--- config.mk ---
export PLATFORM = sky130hd
export DESIGN_NAME = cond_flag_unit
export DESIGN_NICKNAME = d
export VERILOG_FILES = /design/src/rtl/cfu_pkg.sv /design/src/rtl/flag_stack.sv /design/src/rtl/cond_flag_unit.sv
export SDC_FILE = /design/constraint.sdc
export NUM_CORES = 1
export LEC_CHECK = 0
export CORE_ASPECT_RATIO = 0.9
export CORE_MARGIN = 5
export CORE_UTILIZATION = 39
export DETAILED_ROUTE_END_ITERATION = 16
export PLACE_DENSITY = 0.66
export SLEW_MARGIN = 0
export SYNTH_ARGS = -nofsm -noshare
export SYNTH_HDL_FRONTEND = slang
export SYNTH_SLANG_ARGS = --single-unit
--- constraint.sdc ---
create_clock -name clk -period 2.4 [get_ports clk]
set_input_delay 0.24 -clock clk [delete_from_list [all_inputs] [get_ports clk]]
set_output_delay 0.24 -clock clk [all_outputs]
set_load 0.02 [all_outputs]
--- src/rtl/cfu_pkg.sv ---
// Shared definitions for the condition/flag unit: flag bit positions,
// condition-code encodings and the condition evaluator.
package cfu_pkg;

    // Bit positions inside the {N,V,Z,C} flag vector
    localparam int FLG_N = 3;
    localparam int FLG_V = 2;
    localparam int FLG_Z = 1;
    localparam int FLG_C = 0;

    typedef logic [3:0] flags_t;

    // Condition-code encodings seen on cond_code
    localparam logic [3:0] CC_NE  = 4'd0;
    localparam logic [3:0] CC_EQ  = 4'd1;
    localparam logic [3:0] CC_GT  = 4'd2;
    localparam logic [3:0] CC_LT  = 4'd3;
    localparam logic [3:0] CC_GE  = 4'd4;
    localparam logic [3:0] CC_LE  = 4'd5;
    localparam logic [3:0] CC_OV  = 4'd6;
    localparam logic [3:0] CC_UN  = 4'd7;
    localparam logic [3:0] CC_CS  = 4'd8;
    localparam logic [3:0] CC_CC  = 4'd9;
    localparam logic [3:0] CC_SGE = 4'd10;
    localparam logic [3:0] CC_SLT = 4'd11;
    localparam logic [3:0] CC_UGT = 4'd12;
    localparam logic [3:0] CC_ULE = 4'd13;

    // Evaluate one condition code against a flag vector; reserved codes are false
    function automatic logic cond_eval(input logic [3:0] code, input flags_t f);
        logic n, v, z, c;
        logic res;
        n   = f[FLG_N];
        v   = f[FLG_V];
        z   = f[FLG_Z];
        c   = f[FLG_C];
        res = 1'b0;
        case (code)
            CC_NE:   res = ~z;
            CC_EQ:   res = z;
            CC_GT:   res = ~z & ~n;
            CC_LT:   res = n;
            CC_GE:   res = ~n | z;
            CC_LE:   res = n | z;
            CC_OV:   res = v;
            CC_UN:   res = 1'b1;
            CC_CS:   res = c;
            CC_CC:   res = ~c;
            CC_SGE:  res = (n == v);
            CC_SLT:  res = (n != v);
            CC_UGT:  res = c & ~z;
            CC_ULE:  res = ~c | z;
            default: res = 1'b0;
        endcase
        return res;
    endfunction

endpackage

--- src/rtl/flag_stack.sv ---
// Small LIFO holding saved flag vectors across interrupt entry/return.
// Only the pointer is reset; entry contents are don't-care when empty.
import cfu_pkg::*;

module flag_stack #(
    parameter int DEPTH = 4
) (
    input  logic   clk,
    input  logic   rst,
    input  logic   push,
    input  logic   pop,
    input  flags_t push_data,
    output flags_t top_data,
    output logic   full,
    output logic   empty
);

    localparam int PTR_W = $clog2(DEPTH + 1);
    localparam int IDX_W = (DEPTH > 1) ? $clog2(DEPTH) : 1;

    flags_t             mem [DEPTH];
    logic [PTR_W-1:0]   ptr;
    logic [IDX_W-1:0]   wr_idx;
    logic [IDX_W-1:0]   top_idx;

    assign full    = (ptr == PTR_W'(DEPTH));
    assign empty   = (ptr == '0);
    assign wr_idx  = IDX_W'(ptr);
    assign top_idx = IDX_W'(ptr - 1'b1);
    assign top_data = mem[top_idx];

    // Stack pointer: push and pop are pre-qualified by the caller against full/empty
    always_ff @(posedge clk or posedge rst) begin
        if (rst) begin
            ptr <= '0;
        end else if (push) begin
            ptr <= ptr + 1'b1;
        end else if (pop) begin
            ptr <= ptr - 1'b1;
        end
    end

    // Entry storage
    // NOTE: storage arrays sit in their own reset-less block so they map onto plain
    // registers/RAM; the pointer alone defines which entries are valid.
    always_ff @(posedge clk) begin
        if (push) begin
            mem[wr_idx] <= push_data;
        end
    end

endmodule

--- src/rtl/cond_flag_unit.sv ---
// NVZC flag register with per-flag masked update, zero-latency bypass into the
// condition evaluator, in-flight writer tracking for branch stalls, and a flag
// save/restore stack for interrupts.
import cfu_pkg::*;

module cond_flag_unit #(
    parameter int DATA_W      = 16,
    parameter int MAX_PEND    = 3,
    parameter int STACK_DEPTH = 4
) (
    input  logic              clk,
    input  logic              rst,
    input  logic              iss_valid,
    output logic              iss_ready,
    input  logic              ex_wr_valid,
    input  logic [3:0]        ex_wr_mask,
    input  logic [DATA_W-1:0] alu_out,
    input  logic              alu_ovfl,
    input  logic              alu_carry,
    input  logic              flush,
    input  logic              cond_valid,
    input  logic [3:0]        cond_code,
    output logic              cond_true,
    output logic              cond_stall,
    input  logic              save,
    input  logic              restore,
    output logic [3:0]        flags,
    output logic              stk_err
);

    localparam int PEND_W = $clog2(MAX_PEND + 1);

    flags_t             flag_q;
    flags_t             ex_flags;
    flags_t             eff_flags;
    flags_t             stk_top;
    logic [PEND_W-1:0]  pending;
    logic [PEND_W-1:0]  pending_after_ex;
    logic               iss_fire;
    logic               stk_full;
    logic               stk_empty;
    logic               stk_push;
    logic               stk_pop;
    logic               stk_fault;

    // Candidate flag values produced by this cycle's execute result
    assign ex_flags = {alu_out[DATA_W-1], alu_ovfl, ~|alu_out, alu_carry};

    // Bypass: register merged per mask bit with the in-progress execute write
    // NOTE: every signal assigned in always_comb gets a default first, so no path
    // leaves it unassigned and no latch is inferred.
    always_comb begin
        eff_flags = flag_q;
        for (int i = 0; i < 4; i++) begin
            if (ex_wr_valid && ex_wr_mask[i]) begin
                eff_flags[i] = ex_flags[i];
            end
        end
    end

    // Pending writers and stall qualification
    assign iss_ready        = (pending != PEND_W'(MAX_PEND));
    assign iss_fire         = iss_valid & iss_ready;
    assign pending_after_ex = (ex_wr_valid && pending != '0) ? pending - 1'b1 : pending;
    assign cond_stall       = cond_valid & (pending_after_ex != '0);
    assign cond_true        = cond_valid & cond_eval(cond_code, eff_flags);
    assign flags            = flag_q;

    // Stack control: save and restore together is an error and does nothing
    assign stk_push  = save & ~restore & ~stk_full;
    assign stk_pop   = restore & ~save & ~stk_empty;
    assign stk_fault = (save & restore) | (save & stk_full) | (restore & stk_empty);

    // Pending-writer counter; flush wins over issue and execute
    // NOTE: sequential state is updated with non-blocking assignments so every
    // register samples pre-edge values regardless of block ordering.
    always_ff @(posedge clk or posedge rst) begin
        if (rst) begin
            pending <= '0;
        end else if (flush) begin
            pending <= '0;
        end else if (iss_fire && !ex_wr_valid) begin
            pending <= pending + 1'b1;
        end else if (!iss_fire && ex_wr_valid && pending != '0) begin
            pending <= pending - 1'b1;
        end
    end

    // Flag register: restore blocks the execute write; an ineffective restore holds
    always_ff @(posedge clk or posedge rst) begin
        if (rst) begin
            flag_q <= '0;
        end else if (restore) begin
            if (stk_pop) begin
                flag_q <= stk_top;
            end
        end else begin
            flag_q <= eff_flags;
        end
    end

    // Sticky stack error
    always_ff @(posedge clk or posedge rst) begin
        if (rst) begin
            stk_err <= 1'b0;
        end else if (stk_fault) begin
            stk_err <= 1'b1;
        end
    end

    flag_stack #(
        .DEPTH (STACK_DEPTH)
    ) u_flag_stack (
        .clk       (clk),
        .rst       (rst),
        .push      (stk_push),
        .pop       (stk_pop),
        .push_data (flag_q),
        .top_data  (stk_top),
        .full      (stk_full),
        .empty     (stk_empty)
    );

endmodule

After elaboration in Yosys (flattened, before gate mapping). Memories as Yosys holds them, arrays and structs flattened. Cells that the tools add are included.

Divide/modulo/power cells: 0. Equality and inequality tests: 18. Shift operators: 0. Multiplexer cells: 15. Bitwise operators: 24. Reductions and logical operators: 18. Add/subtract/negate cells: 4. $lt $le $gt $ge: 0. $mul: 0.

Operators with widths (count): 4-bit equality test, second input constant (6); 4-bit by 3-bit equality test with 1-bit output, second input constant (4); 16-bit OR reduction (1); 1-bit one-hot mux with 14 select lines (1); 1-bit AND (12); 4-bit by 2-bit equality test with 1-bit output, second input constant (2); 1-bit logical AND (8); 2-bit 2-to-1 mux (4); 4-bit 2-to-1 mux (2); 1-bit NOT (7); 1-bit 2-to-1 mux (6); 3-bit 2-to-1 mux (2); 2-bit nonzero test (3); 1-bit OR (5); 4-bit by 1-bit equality test with 1-bit output, second input constant (1); 4-bit logical NOT (1); 3-bit by 1-bit adder with 3-bit output, second input constant (1); 3-bit equality test, second input constant (1); 1-bit logical NOT (3); 3-bit logical NOT (1); 3-bit nonzero test (1); 3-bit by 1-bit subtractor with 3-bit output, second input constant (1); 2-bit by 1-bit adder with 2-bit output, second input constant (1); 2-bit by 1-bit != test with 1-bit output, second input constant (1); 4 further kinds (4).

Memory bits (read-only): 0. Bits in registers: 10. Memory bits (writable): 16. Bits in latches: 0. Output and inout bits: 8. Word-level logic and storage cells: 84. Bits of input ports: 34. Memories: 1.

Memory list: u_flag_stack.mem (depth 4, bits a word 4, rd ports 1, clocked after memory_dff 0, wr ports 1, RTL line flag_stack.sv:21) `flags_t mem [DEPTH];`.

Depth between registers and ports, before layout. Gate-level depths: netlist of run 1.

Word-level depth: 8. Mapped depth: 10. Depth with buffers taken out: 8.

Hierarchy. A second synthesis of run 1 with hierarchy kept.

Cell total of the unflattened synthesis: 143. Area total of the unflattened synthesis: 1577.8 µm².

By module, submodules not included: flag_stack (times used 1, area an instance 857.1 µm², cells each 50, sequential area each 555.5 µm²); cond_flag_unit (times used 1, area an instance 720.7 µm², cells each 93, sequential area each 175.2 µm²).

Least setup slack after synthesis of run 1. Ideal clock, no wire load.

Path type: register -> register. From: reg u_flag_stack.ptr[0]. To: reg u_flag_stack.ptr[2]. Stages on the path, launching flop included: 9. Required time: 2276 ps. Setup slack: 362 ps. Arrival: 1914 ps. Setup time: 124 ps. Path buffers: 1. Period minus slack after synthesis: 2038 ps. Cells stage by stage: dfrtp_1 > buf_2 > inv_1 > ha_1 > ha_1 > nor3b_1 > and2_1 > a22oi_1 > o31a_1.

Word-level cells in the longest chain between the ends: 4. Elaborated cells on any way between the ends: 11. Classes of those cells: add/sub: 2; eq/ne: 1; mux: 2; bitwise: 4; reduce/logical: 2.

Ends and longest elaborated chain: from (decl) (RTL line flag_stack.sv:22) `logic [PTR_W-1:0] ptr;`; from (signal assigned) (RTL line flag_stack.sv:37) `ptr <= ptr + 1'b1;`; from (signal assigned) (RTL line flag_stack.sv:39) `ptr <= ptr - 1'b1;`; branches (longest 4 deep; another with 3-bit by 1-bit subtractor with 3-bit output).

Parallel ways; which one is timed is not known. The select of a mux whose other input is x is not followed. A chain may end at the register's enable or synchronous reset.

Final worst setup path of run 1.
From: in ex_wr_mask[3]. To: out cond_true.

Word-level cells in the longest chain between the ends: 6. Elaborated cells on any way between the ends: 10. Classes of those cells: eq/ne: 2; mux: 2; bitwise: 5; reduce/logical: 1.

Ends and longest elaborated chain: from (decl) (RTL line cond_flag_unit.sv:16) `input logic [3:0] ex_wr_mask,`; 1-bit logical AND (*) (RTL line cond_flag_unit.sv:55) `if (ex_wr_valid && ex_wr_mask[i]) begin`; 1-bit 2-to-1 mux (*) (RTL line cond_flag_unit.sv:55); 1-bit NOT (RTL line cfu_pkg.sv:41, cfu_pkg.sv:43); 1-bit OR / 1-bit AND (equally long branches) (RTL line cfu_pkg.sv:43, cfu_pkg.sv:41); 1-bit one-hot mux with 14 select lines (*) (RTL line cfu_pkg.sv:38) `case (code)`; 1-bit AND (*) (RTL line cond_flag_unit.sv:66) `assign cond_true = cond_valid & cond_eval(cond_code, eff_flags);`; to (decl) (RTL line cond_flag_unit.sv:23) `output logic cond_true,`.

Mark *: on every way between the ends. The rest lies on a longest branch, timed or not.

==> results of run 1 <==
-- registers in the layout, indices dropped and copies added (netlist names) --
name	count
flags	4
stk_err	1
u_flag_stack.ptr	3
pending	2
u_flag_stack.mem	16
-- per-layer routing --
| metal | global-route usage, % | wire length (um) | vias up | part of all wire, % |
|---|---|---|---|---|
| li1 | - | - | 623 | - |
| met1 | 17.1 | 1510 | 581 | 40 |
| met2 | 24.3 | 2000 | 30 | 53 |
| met3 | 1.29 | 161 | 4 | 4.3 |
| met4 | 5.73 | 67 | 0 | 1.8 |
| met5 | 0 | 0 | - | 0 |
-- synthesized netlist by cell type (2+ instances only) --
cell type and n:
sky130_fd_sc_hd__clkbuf_1 2, sky130_fd_sc_hd__edfxtp_1 16, sky130_fd_sc_hd__o211ai_1 4, sky130_fd_sc_hd__ha_1 8, sky130_fd_sc_hd__a21oi_1 3, sky130_fd_sc_hd__nor4_1 4
sky130_fd_sc_hd__mux2i_4 2, sky130_fd_sc_hd__nor3b_1 2, sky130_fd_sc_hd__nand2b_1 2, sky130_fd_sc_hd__o21ai_0 4, sky130_fd_sc_hd__nand2_1 11, sky130_fd_sc_hd__inv_1 9
sky130_fd_sc_hd__xnor2_1 2, sky130_fd_sc_hd__nor2_1 5, sky130_fd_sc_hd__and2_1 5, sky130_fd_sc_hd__mux2i_1 4, sky130_fd_sc_hd__and3_1 2, sky130_fd_sc_hd__dfrtp_1 10
sky130_fd_sc_hd__nand3_1 4, sky130_fd_sc_hd__mux4_2 4, sky130_fd_sc_hd__nor2b_1 2, sky130_fd_sc_hd__nor3_1 2, sky130_fd_sc_hd__buf_2 2
-- worst max-delay path: stages --
cell,delay [ns]
sky130_fd_sc_hd__clkdlybuf4s50_1,0.53
sky130_fd_sc_hd__nand2_4,0.07
sky130_fd_sc_hd__mux2i_4,0.21
sky130_fd_sc_hd__a2111oi_2,0.40
sky130_fd_sc_hd__mux2i_1,0.16
sky130_fd_sc_hd__a41oi_2,0.14
sky130_fd_sc_hd__clkdlybuf4s15_1,0.32
-- what timing repair did --
item / in CTS / in global routing
endpoints found under the setup margin: 1 / 1
resized for setup: 4 / 6
gates cloned: 0 / 0
-- power by group --
part           internal (mW)  switching [mW]  total (mW)  leakage (nW)
Clock                  0.115           0.130       0.245        0.0231
Sequential             0.614          0.0953       0.709         0.264
Combinational          0.441           0.408       0.849         0.568
-- final timing paths --
check,endpoint,depth (start not counted),slack [ns]
hold / removal,flags[0],2,0.24
setup reg to reg,u_flag_stack.ptr[2],8,0.48
setup / recovery,cond_true,7,0.08
hold reg to reg,stk_err,1,0.50
min in group clk,stk_err,1,0.50
max in group asynchronous,stk_err,2,1.89
-- metrics by stage --
step                setup TNS, ns  instances
detailed placement         -0.499        234
finish                          0        238
floorplan                       0        134
global route                    0        238
global placement           -0.317        234
CTS                             0        238
-- cell families after synthesis --
logic type      Yosys count  share of synthesized area [%]
simple gates             47                           17.0
compound gates           26                           13.1
flops                    26                           46.1
buf+inv                  14                           3.95
mux                      10                           11.0
fa+ha+maj                 8                           6.31
xor+xnor                  3                           2.53
-- final cells by class --
cell class	count	area [um^2]
clock inverter	1	3.75
multi-input combinational	94	815
fill	320	1780
clock buffer	3	41.3
inverter	9	33.8
tap	48	60.1
timing repair buffer	57	529
sequential	26	731
-- layout by cell type, fill, tap and decap left out, drive strengths merged, types with 4 or more instances in the layout --
cell type	netlist	routed
and2	5	5
buf	3	16
clkdlybuf4s50	0	39
dfrtp	10	10
edfxtp	16	16
ha	8	8
inv	9	9
mux2i	6	6
mux4	4	4
nand2	13	13
nand3	4	4
nor2	5	5
nor4	4	4
o211ai	4	4
o21ai	4	4
==> impl_table.tex, run 1 <==
\begin{tabular}{lr}
\hline
Metric & Value \\
\hline
\multicolumn{2}{l}{\textbf{Synthesis}} \\
Most used DFF post-synth & sky130\_fd\_sc\_hd\_\_edfxtp\_1 \\
Synth warn & 0 \\
Post-synth top area cell & sky130\_fd\_sc\_hd\_\_edfxtp\_1 \\
Synth Area per Inst & around 12 um\^{}2 \\
Syn\_nets & $\sim$180 \\
Portion of the post-synthesis area used by sequential elements & 46.1\% \\
Leading post-synthesis cells by cell area & sky130\_fd\_sc\_hd\_\_edfxtp\_1, sky130\_fd\_sc\_hd\_\_dfrtp\_1, sky130\_fd\_sc\_hd\_\_ha\_1, sky130\_fd\_sc\_hd\_\_mux4\_2, sky130\_fd\_sc\_hd\_\_mux2i\_4 \\
Top cell type's share of synthesized area & around 30\% \\
Syn Inst Count & roughly 130 \\
Synthesized area & 1590 um\^{}2 \\
Post-synth ARST share & between 30\% and 40\% \\
Post-synth EDFFs & 16 \\
Synthesized flop and latch total & 26 \\
Count of cell types in the netlist & 48 \\
\multicolumn{2}{l}{\textbf{Timing}} \\
\# setup viols final & 0 \\
Actual transition at the worst max-transition pin & 0.378 ns \\
Minimum setup slack in the final design & 0.0791 ns \\
Top achievable clock speed & 431 MHz \\
Max-slew violation count & 0 \\
Unrepaired setup endpoints after global routing & no \\
Remaining max-slew budget at the tightest pin & 74.8\% \\
Final Cycle Share & 96.7\% \\
Final worst clock skew & 0.00566 ns \\
Hold\_ws & approximately 0.24 ns \\
Final hold viol count & 0 \\
Tmin final & 2.32 ns \\
\multicolumn{2}{l}{\textbf{Clock network}} \\
Worst-Skew Late Latency & around 0.27 ns \\
Deepest level of the CTS H-tree & 1 \\
Clock tree from TritonCTS & yes \\
Clk slew on worst S/H paths & 0.09 ns \\
Cell chosen for the clock root & sky130\_fd\_sc\_hd\_\_clkbuf\_8 \\
Inserted Clock Buffers & 3 \\
Buffer depth of the longest clock path & 2 \\
\# hold bufs at CTS & 0 \\
Count of clock tree sinks & 26 \\
Post-CTS Setup Repair Bufs & 0 \\
\multicolumn{2}{l}{\textbf{Worst setup path}} \\
Top fanout value on the critical path & 4 \\
Arrival time at the worst endpoint & 2.08 ns \\
FF-to-FF Start & u\_flag\_stack.ptr[1] \\
Critical path startpoint category & input port \\
Worst Setup SP & ex\_wr\_mask[3] \\
Worst path required time & 2.16 ns \\
Worst Setup Path Type & in -> out \\
Kind of end point of the critical path & output port \\
\multicolumn{2}{l}{\textbf{Global route}} \\
Via count of the first global-routing pass & approximately 1300 \\
Initial antenna violation count & 0 \\
Wire length of the first global-routing pass & 6000 um \\
GRT Util Overall & between 10 and 15\% \\
Aggregate global routing overflow & 0 \\
Maximum number of pins on one net before global-route repair & 15 \\
\multicolumn{2}{l}{\textbf{Placed design}} \\
Worst setup timing slack at the placement stage & -0.499 ns \\
Global placement routability congestion & between 0.8 and 0.9 \\
Placed wire-length estimate & 3030 um \\
Cell area after placement & 2150 um\^{}2 \\
Buffers added on ports & 41 \\
\multicolumn{2}{l}{\textbf{Cells and area}} \\
Share of cells above drive strength 1 & between 10\% and 20\% \\
Synthesis-to-finish area growth & 39.6\% \\
Net count of the finished layout & about 230 \\
Total inserted antenna cells & 0 \\
Fraction of the core area covered by cells at the end of the flow & a little under three fifths \\
Area of all placed cells without fillers & 2210 um\^{}2 \\
\multicolumn{2}{l}{\textbf{Die}} \\
Initial core utilization & 39.7\% \\
Total number of placement rows & 22 \\
Height of the die & 70.5 um \\
Ports & 42 \\
Core Box Area & 3990 um\^{}2 \\
Die width & around 77 um \\
Total die area & 5440 um\^{}2 \\
\multicolumn{2}{l}{\textbf{Routing}} \\
Number of violations reported at the end of detailed-routing iteration 0 & 67 \\
Total number of vias & 1238 \\
WL/cell & 15.7 um \\
Total wirelength of the detailed-routed design & 3740 um \\
Post-detailed-route via-to-cell ratio & 5.20 \\
Antenna Violating Nets Remaining & 0 \\
Detailed-routing iteration count for the pre-antenna-repair pass & 4 \\
DRC viols & 0 \\
\multicolumn{2}{l}{\textbf{Flow run}} \\
Max-capacitance violation count & 0 \\
\multicolumn{2}{l}{\textbf{Power and ir drop}} \\
Post-route total power & roughly 1.8 mW \\
Static leakage & 0.855 nW \\
Power per cell area & 815 nW/um\^{}2 \\
Maximum ir drop on the vdd rail & between 200 and 300 uV \\
\multicolumn{2}{l}{\textbf{Run status}} \\
Status & finished, final reports clean \\
\multicolumn{2}{l}{\textbf{Hold path}} \\
Hold Path Class & in -> async \\
\hline
\end{tabular}
Power figures use the tool's default switching activity.
==> inputs of run 2 (changes only) <==
- PLACE_DENSITY: 0.66 -> 0.65
- SYNTH_HIERARCHICAL: default -> 1
==> run 2 against run 1 <==
Compared with the run above: synthesized area down 0.47%; cell area about the same; clock skew up 0.0018 ns; combinational power up 10%; global-route usage about the same; via count up 6.1%; sequential power about the same; wire length up 0.85%; sequential share of layout area about the same; critical path type is now reg -> out; critical endpoint is now cond_stall; largest cell class unchanged.
==> impl_table.tex, run 2 <==
\begin{tabular}{lr}
\hline
Metric & Value \\
\hline
\multicolumn{2}{l}{\textbf{Synthesis}} \\
Simple-gate share of the synthesized area & 17.1\% (+0.16 points) \\
Synthesized flop and latch total & 26 (unchanged) \\
Post-synth EDFFs & 16 (unchanged) \\
Most frequent cell after synthesis & sky130\_fd\_sc\_hd\_\_edfxtp\_1 \\
Post-synth top area cell & sky130\_fd\_sc\_hd\_\_edfxtp\_1 \\
Count of cell types in the netlist & 47 (-2.1\%) \\
Syn Inst Count & 143 (+6.7\%) \\
Share of synthesized area spent on multiplexers & 6.34\% (-4.7 points) \\
Synth Area per Inst & 11.0 um\^{}2 (-6.7\%) \\
Post-synth ARST share & 38.5\% (unchanged) \\
Portion of the post-synthesis area used by sequential elements & 46.3\% (+0.22 points) \\
Xor and xnor fraction of the mapped netlist area & 3.09\% (+0.57 points) \\
Most used DFF post-synth & sky130\_fd\_sc\_hd\_\_edfxtp\_1 \\
Combinational family with the most area after synthesis & simple AND/OR/NAND/NOR gates \\
Share of synthesized cell area in full adder, half adder and majority cells & 6.34\% (+0.030 points) \\
Syn\_nets & 185 (+5.1\%) \\
Top cell type's share of synthesized area & 30.5\% (+0.14 points) \\
Leading post-synthesis cells by cell area & sky130\_fd\_sc\_hd\_\_edfxtp\_1, sky130\_fd\_sc\_hd\_\_dfrtp\_1, sky130\_fd\_sc\_hd\_\_ha\_1, sky130\_fd\_sc\_hd\_\_mux4\_2, sky130\_fd\_sc\_hd\_\_and2\_1 \\
Most instantiated cells after synthesis & sky130\_fd\_sc\_hd\_\_edfxtp\_1, sky130\_fd\_sc\_hd\_\_dfrtp\_1, sky130\_fd\_sc\_hd\_\_inv\_1 \\
Synth warn & 6 (+6) \\
Synthesized area & 1580 um\^{}2 (-0.47\%) \\
Share of the synthesized area in compound gates (AO/OA/AOI/OAI) & 16.3\% (+3.2 points) \\
\multicolumn{2}{l}{\textbf{Die}} \\
Die width & 77.0 um (-0.21\%) \\
Total number of placement rows & 22 (unchanged) \\
Height of the die & 70.3 um (-0.21\%) \\
Ports & 42 (unchanged) \\
Core Box Area & 3990 um\^{}2 (unchanged) \\
Total die area & 5420 um\^{}2 (-0.41\%) \\
Initial core utilization & 39.5\% (-0.19 points) \\
\multicolumn{2}{l}{\textbf{Timing}} \\
Final total negative setup slack & 0 ns (unchanged) \\
Tmin final & 2.22 ns (-0.106 ns) \\
Actual transition at the worst max-transition pin & 0.354 ns (-0.0244 ns) \\
Final worst clock skew & 0.00746 ns (+0.00181 ns) \\
\# setup viols final & 0 (unchanged) \\
Remaining max-slew budget at the tightest pin & 76.4\% (+1.6 points) \\
Top achievable clock speed & 451 MHz (+4.8\%) \\
Hold\_ws & 0.161 ns (-0.0800 ns) \\
Minimum setup slack in the final design & 0.185 ns (+0.106 ns) \\
Unrepaired setup endpoints after global routing & no \\
Final hold viol count & 0 (unchanged) \\
Final Cycle Share & 92.3\% (-4.4 points) \\
Max-slew violation count & 0 (unchanged) \\
\multicolumn{2}{l}{\textbf{Cells and area}} \\
Total inserted antenna cells & 0 (unchanged) \\
Area of all placed cells without fillers & 2210 um\^{}2 (about the same) \\
Net count of the finished layout & 241 (+3.4\%) \\
Highest-count cells in the layout ignoring fill and taps & sky130\_fd\_sc\_hd\_\_clkdlybuf4s50\_1, sky130\_fd\_sc\_hd\_\_buf\_4, sky130\_fd\_sc\_hd\_\_edfxtp\_1 \\
Fraction of the core area covered by cells at the end of the flow & 55.4\% (about the same) \\
Largest register by flop count & u\_flag\_stack/mem \\
Max FFs per register & 16 (unchanged) \\
Layout fillers & 346 (+8.1\%) \\
Non-Filler Instances & 246 (+3.4\%) \\
Commonest non-fill, non-tap cell in the layout & sky130\_fd\_sc\_hd\_\_clkdlybuf4s50\_1 \\
Synthesis-to-finish area growth & 40.2\% \\
Share of cells above drive strength 1 & 15.7\% (-2.2 points) \\
\multicolumn{2}{l}{\textbf{Clock network}} \\
Buffer depth of the longest clock path & 2 (unchanged) \\
Cell chosen for the clock root & sky130\_fd\_sc\_hd\_\_clkbuf\_8 \\
Inserted Clock Buffers & 3 (unchanged) \\
\# hold bufs at CTS & 0 (unchanged) \\
Clk slew on worst S/H paths & 0.09 ns (about the same) \\
Clock tree from TritonCTS & yes \\
Deepest level of the CTS H-tree & 1 (unchanged) \\
Count of clock tree sinks & 26 (unchanged) \\
Worst-Skew Late Latency & 0.27 ns (about the same) \\
\multicolumn{2}{l}{\textbf{Routing}} \\
DRC viols & 0 (unchanged) \\
Antenna Violating Nets Remaining & 0 (unchanged) \\
Number of violations reported at the end of detailed-routing iteration 0 & 101 (+51\%) \\
WL/cell & 15.3 um (-2.4\%) \\
Detailed-routing iteration count for the pre-antenna-repair pass & 4 (unchanged) \\
Total wirelength of the detailed-routed design & 3780 um (+0.85\%) \\
Total number of vias & 1313 (+6.1\%) \\
Post-detailed-route via-to-cell ratio & 5.34 (+2.6\%) \\
\multicolumn{2}{l}{\textbf{Worst setup path}} \\
Worst path required time & 2.16 ns (about the same) \\
Worst R2R Path Depth & 6 (-2) \\
Top fanout value on the critical path & 5 (+1) \\
Kind of end point of the critical path & output port \\
Worst Setup Path Type & reg -> out \\
Reg2Reg Setup Slack & 0.46 ns (-0.02 ns) \\
Capture instance of the worst register-to-register path & u\_flag\_stack/mem[3][0] \\
FF-to-FF Start & u\_flag\_stack/ptr[1] \\
Critical path startpoint category & register \\
Arrival time at the worst endpoint & 1.98 ns (-0.10 ns) \\
\multicolumn{2}{l}{\textbf{Placed design}} \\
Placed wire-length estimate & 3050 um (+0.73\%) \\
Worst setup timing slack at the placement stage & -0.252 ns (+0.246 ns) \\
Global placement routability congestion & 0.848 (-4.4\%) \\
Placed Cells incl. Taps & 242 (+3.4\%) \\
Cell area after placement & 2130 um\^{}2 (-0.58\%) \\
Buffers added on ports & 41 (unchanged) \\
\multicolumn{2}{l}{\textbf{Global route}} \\
Maximum number of pins on one net before global-route repair & 16 (+1) \\
Wire length of the first global-routing pass & 6180 um (+2.9\%) \\
Via count of the first global-routing pass & 1385 (+6.5\%) \\
Aggregate global routing overflow & 0 (unchanged) \\
GRT Util Overall & 13.8\% (about the same) \\
Initial antenna violation count & 0 (unchanged) \\
\multicolumn{2}{l}{\textbf{Power and ir drop}} \\
Net switching power figure & 0.674 mW (+6.4\%) \\
Portion of total power attributed to the clock network & 18.0\% (+4.4 points) \\
Internal & 1.33 mW (+14\%) \\
Share of power burned in combinational logic & 46.7\% (-0.4 points) \\
Static leakage & 0.883 nW (+3.2\%) \\
Post-route total power & 2.00 mW (+11\%) \\
Maximum ir drop on the vdd rail & 522 uV (+79\%) \\
Part of the total power dissipated in sequential elements & 35.2\% (-4.1 points) \\
Sw frac & 33.7\% (-1.5 points) \\
Power per cell area & 905 nW/um\^{}2 (+11\%) \\
\multicolumn{2}{l}{\textbf{Hold path}} \\
Hold Path Class & in -> async \\
\multicolumn{2}{l}{\textbf{Flow run}} \\
Max-capacitance violation count & 0 (unchanged) \\
\multicolumn{2}{l}{\textbf{Run status}} \\
Status & finished, final reports clean \\
\hline
\end{tabular}
run 2: changes by cell type after synthesis, moves of 3 or more:
cell / previous run / this run
sky130_fd_sc_hd__nor2_1: 5 / 8
sky130_fd_sc_hd__o211ai_1: 4 / 1
sky130_fd_sc_hd__mux2i_1: 4 / 1
sky130_fd_sc_hd__o21ai_0: 4 / 8
run 2: how the worst max path moves through the flow:
stage / start / slack (ns) / end
floorplan: u_flag_stack/ptr[0] / 0.53 / u_flag_stack/ptr[1]
CTS: ex_wr_valid / 0.02 / cond_true
global route: pending[1] / 0.05 / cond_stall
finish: pending[1] / 0.18 / cond_stall
detailed placement: ex_wr_valid / -0.25 / cond_true
global placement: ex_wr_valid / -0.19 / cond_true
run 2: cells by family after synthesis:
| group | after synthesis |
|---|---|
| AND/OR/NAND/NOR | 49 |
| AO/OA/AOI/OAI | 35 |
| flip-flops | 26 |
| buffers and inverters | 16 |
| adder cells (fa/ha/maj) | 8 |
| multiplexers | 5 |
| XOR/XNOR | 4 |
run 2: worst max-delay path: stages, from the launching register on:
cell	delay (ns)
sky130_fd_sc_hd__dfrtp_1	0.40
sky130_fd_sc_hd__inv_1	0.10
sky130_fd_sc_hd__ha_1	0.24
sky130_fd_sc_hd__o211ai_1	0.18
sky130_fd_sc_hd__o311a_1	0.19
sky130_fd_sc_hd__clkdlybuf4s50_1	0.60
run 2: repair_timing:
action                                 CTS  global route
setup buffers                            0             0
setup endpoints to repair                1             2
endpoints found under the hold margin    0             0
resized for setup                        1             5
run 2: power by group through the flow:
stage / clock [mW] / sequential (mW) / combinational [mW]
floorplan: 0 / 0.752 / 0.543
global placement: 0 / 0.710 / 0.916
detailed placement: 0 / 0.713 / 0.936
CTS: 0.369 / 0.705 / 0.937
global route: 0.383 / 0.722 / 1.03
finish: 0.361 / 0.706 / 0.936
run 2: final cells by class:
cell class | count | area, um^2 | area share (%)
Multi-Input combinational cell | 101 | 785 | 35.5
Tap cell | 48 | 60.1 | 2.71
Timing Repair Buffer | 57 | 528 | 23.9
Sequential cell | 26 | 731 | 33.0
Clock inverter | 1 | 30.0 | 1.36
Clock buffer | 3 | 41.3 | 1.87
Inverter | 10 | 37.5 | 1.70
run 2: per-layer routing:
layer	up-vias	global-route usage, %	share of wire [%]
met5	-	0	0
met2	26	24.2	53
met1	644	17.2	43
met4	0	2.86	0
met3	0	3.22	3.9
li1	643	-	-
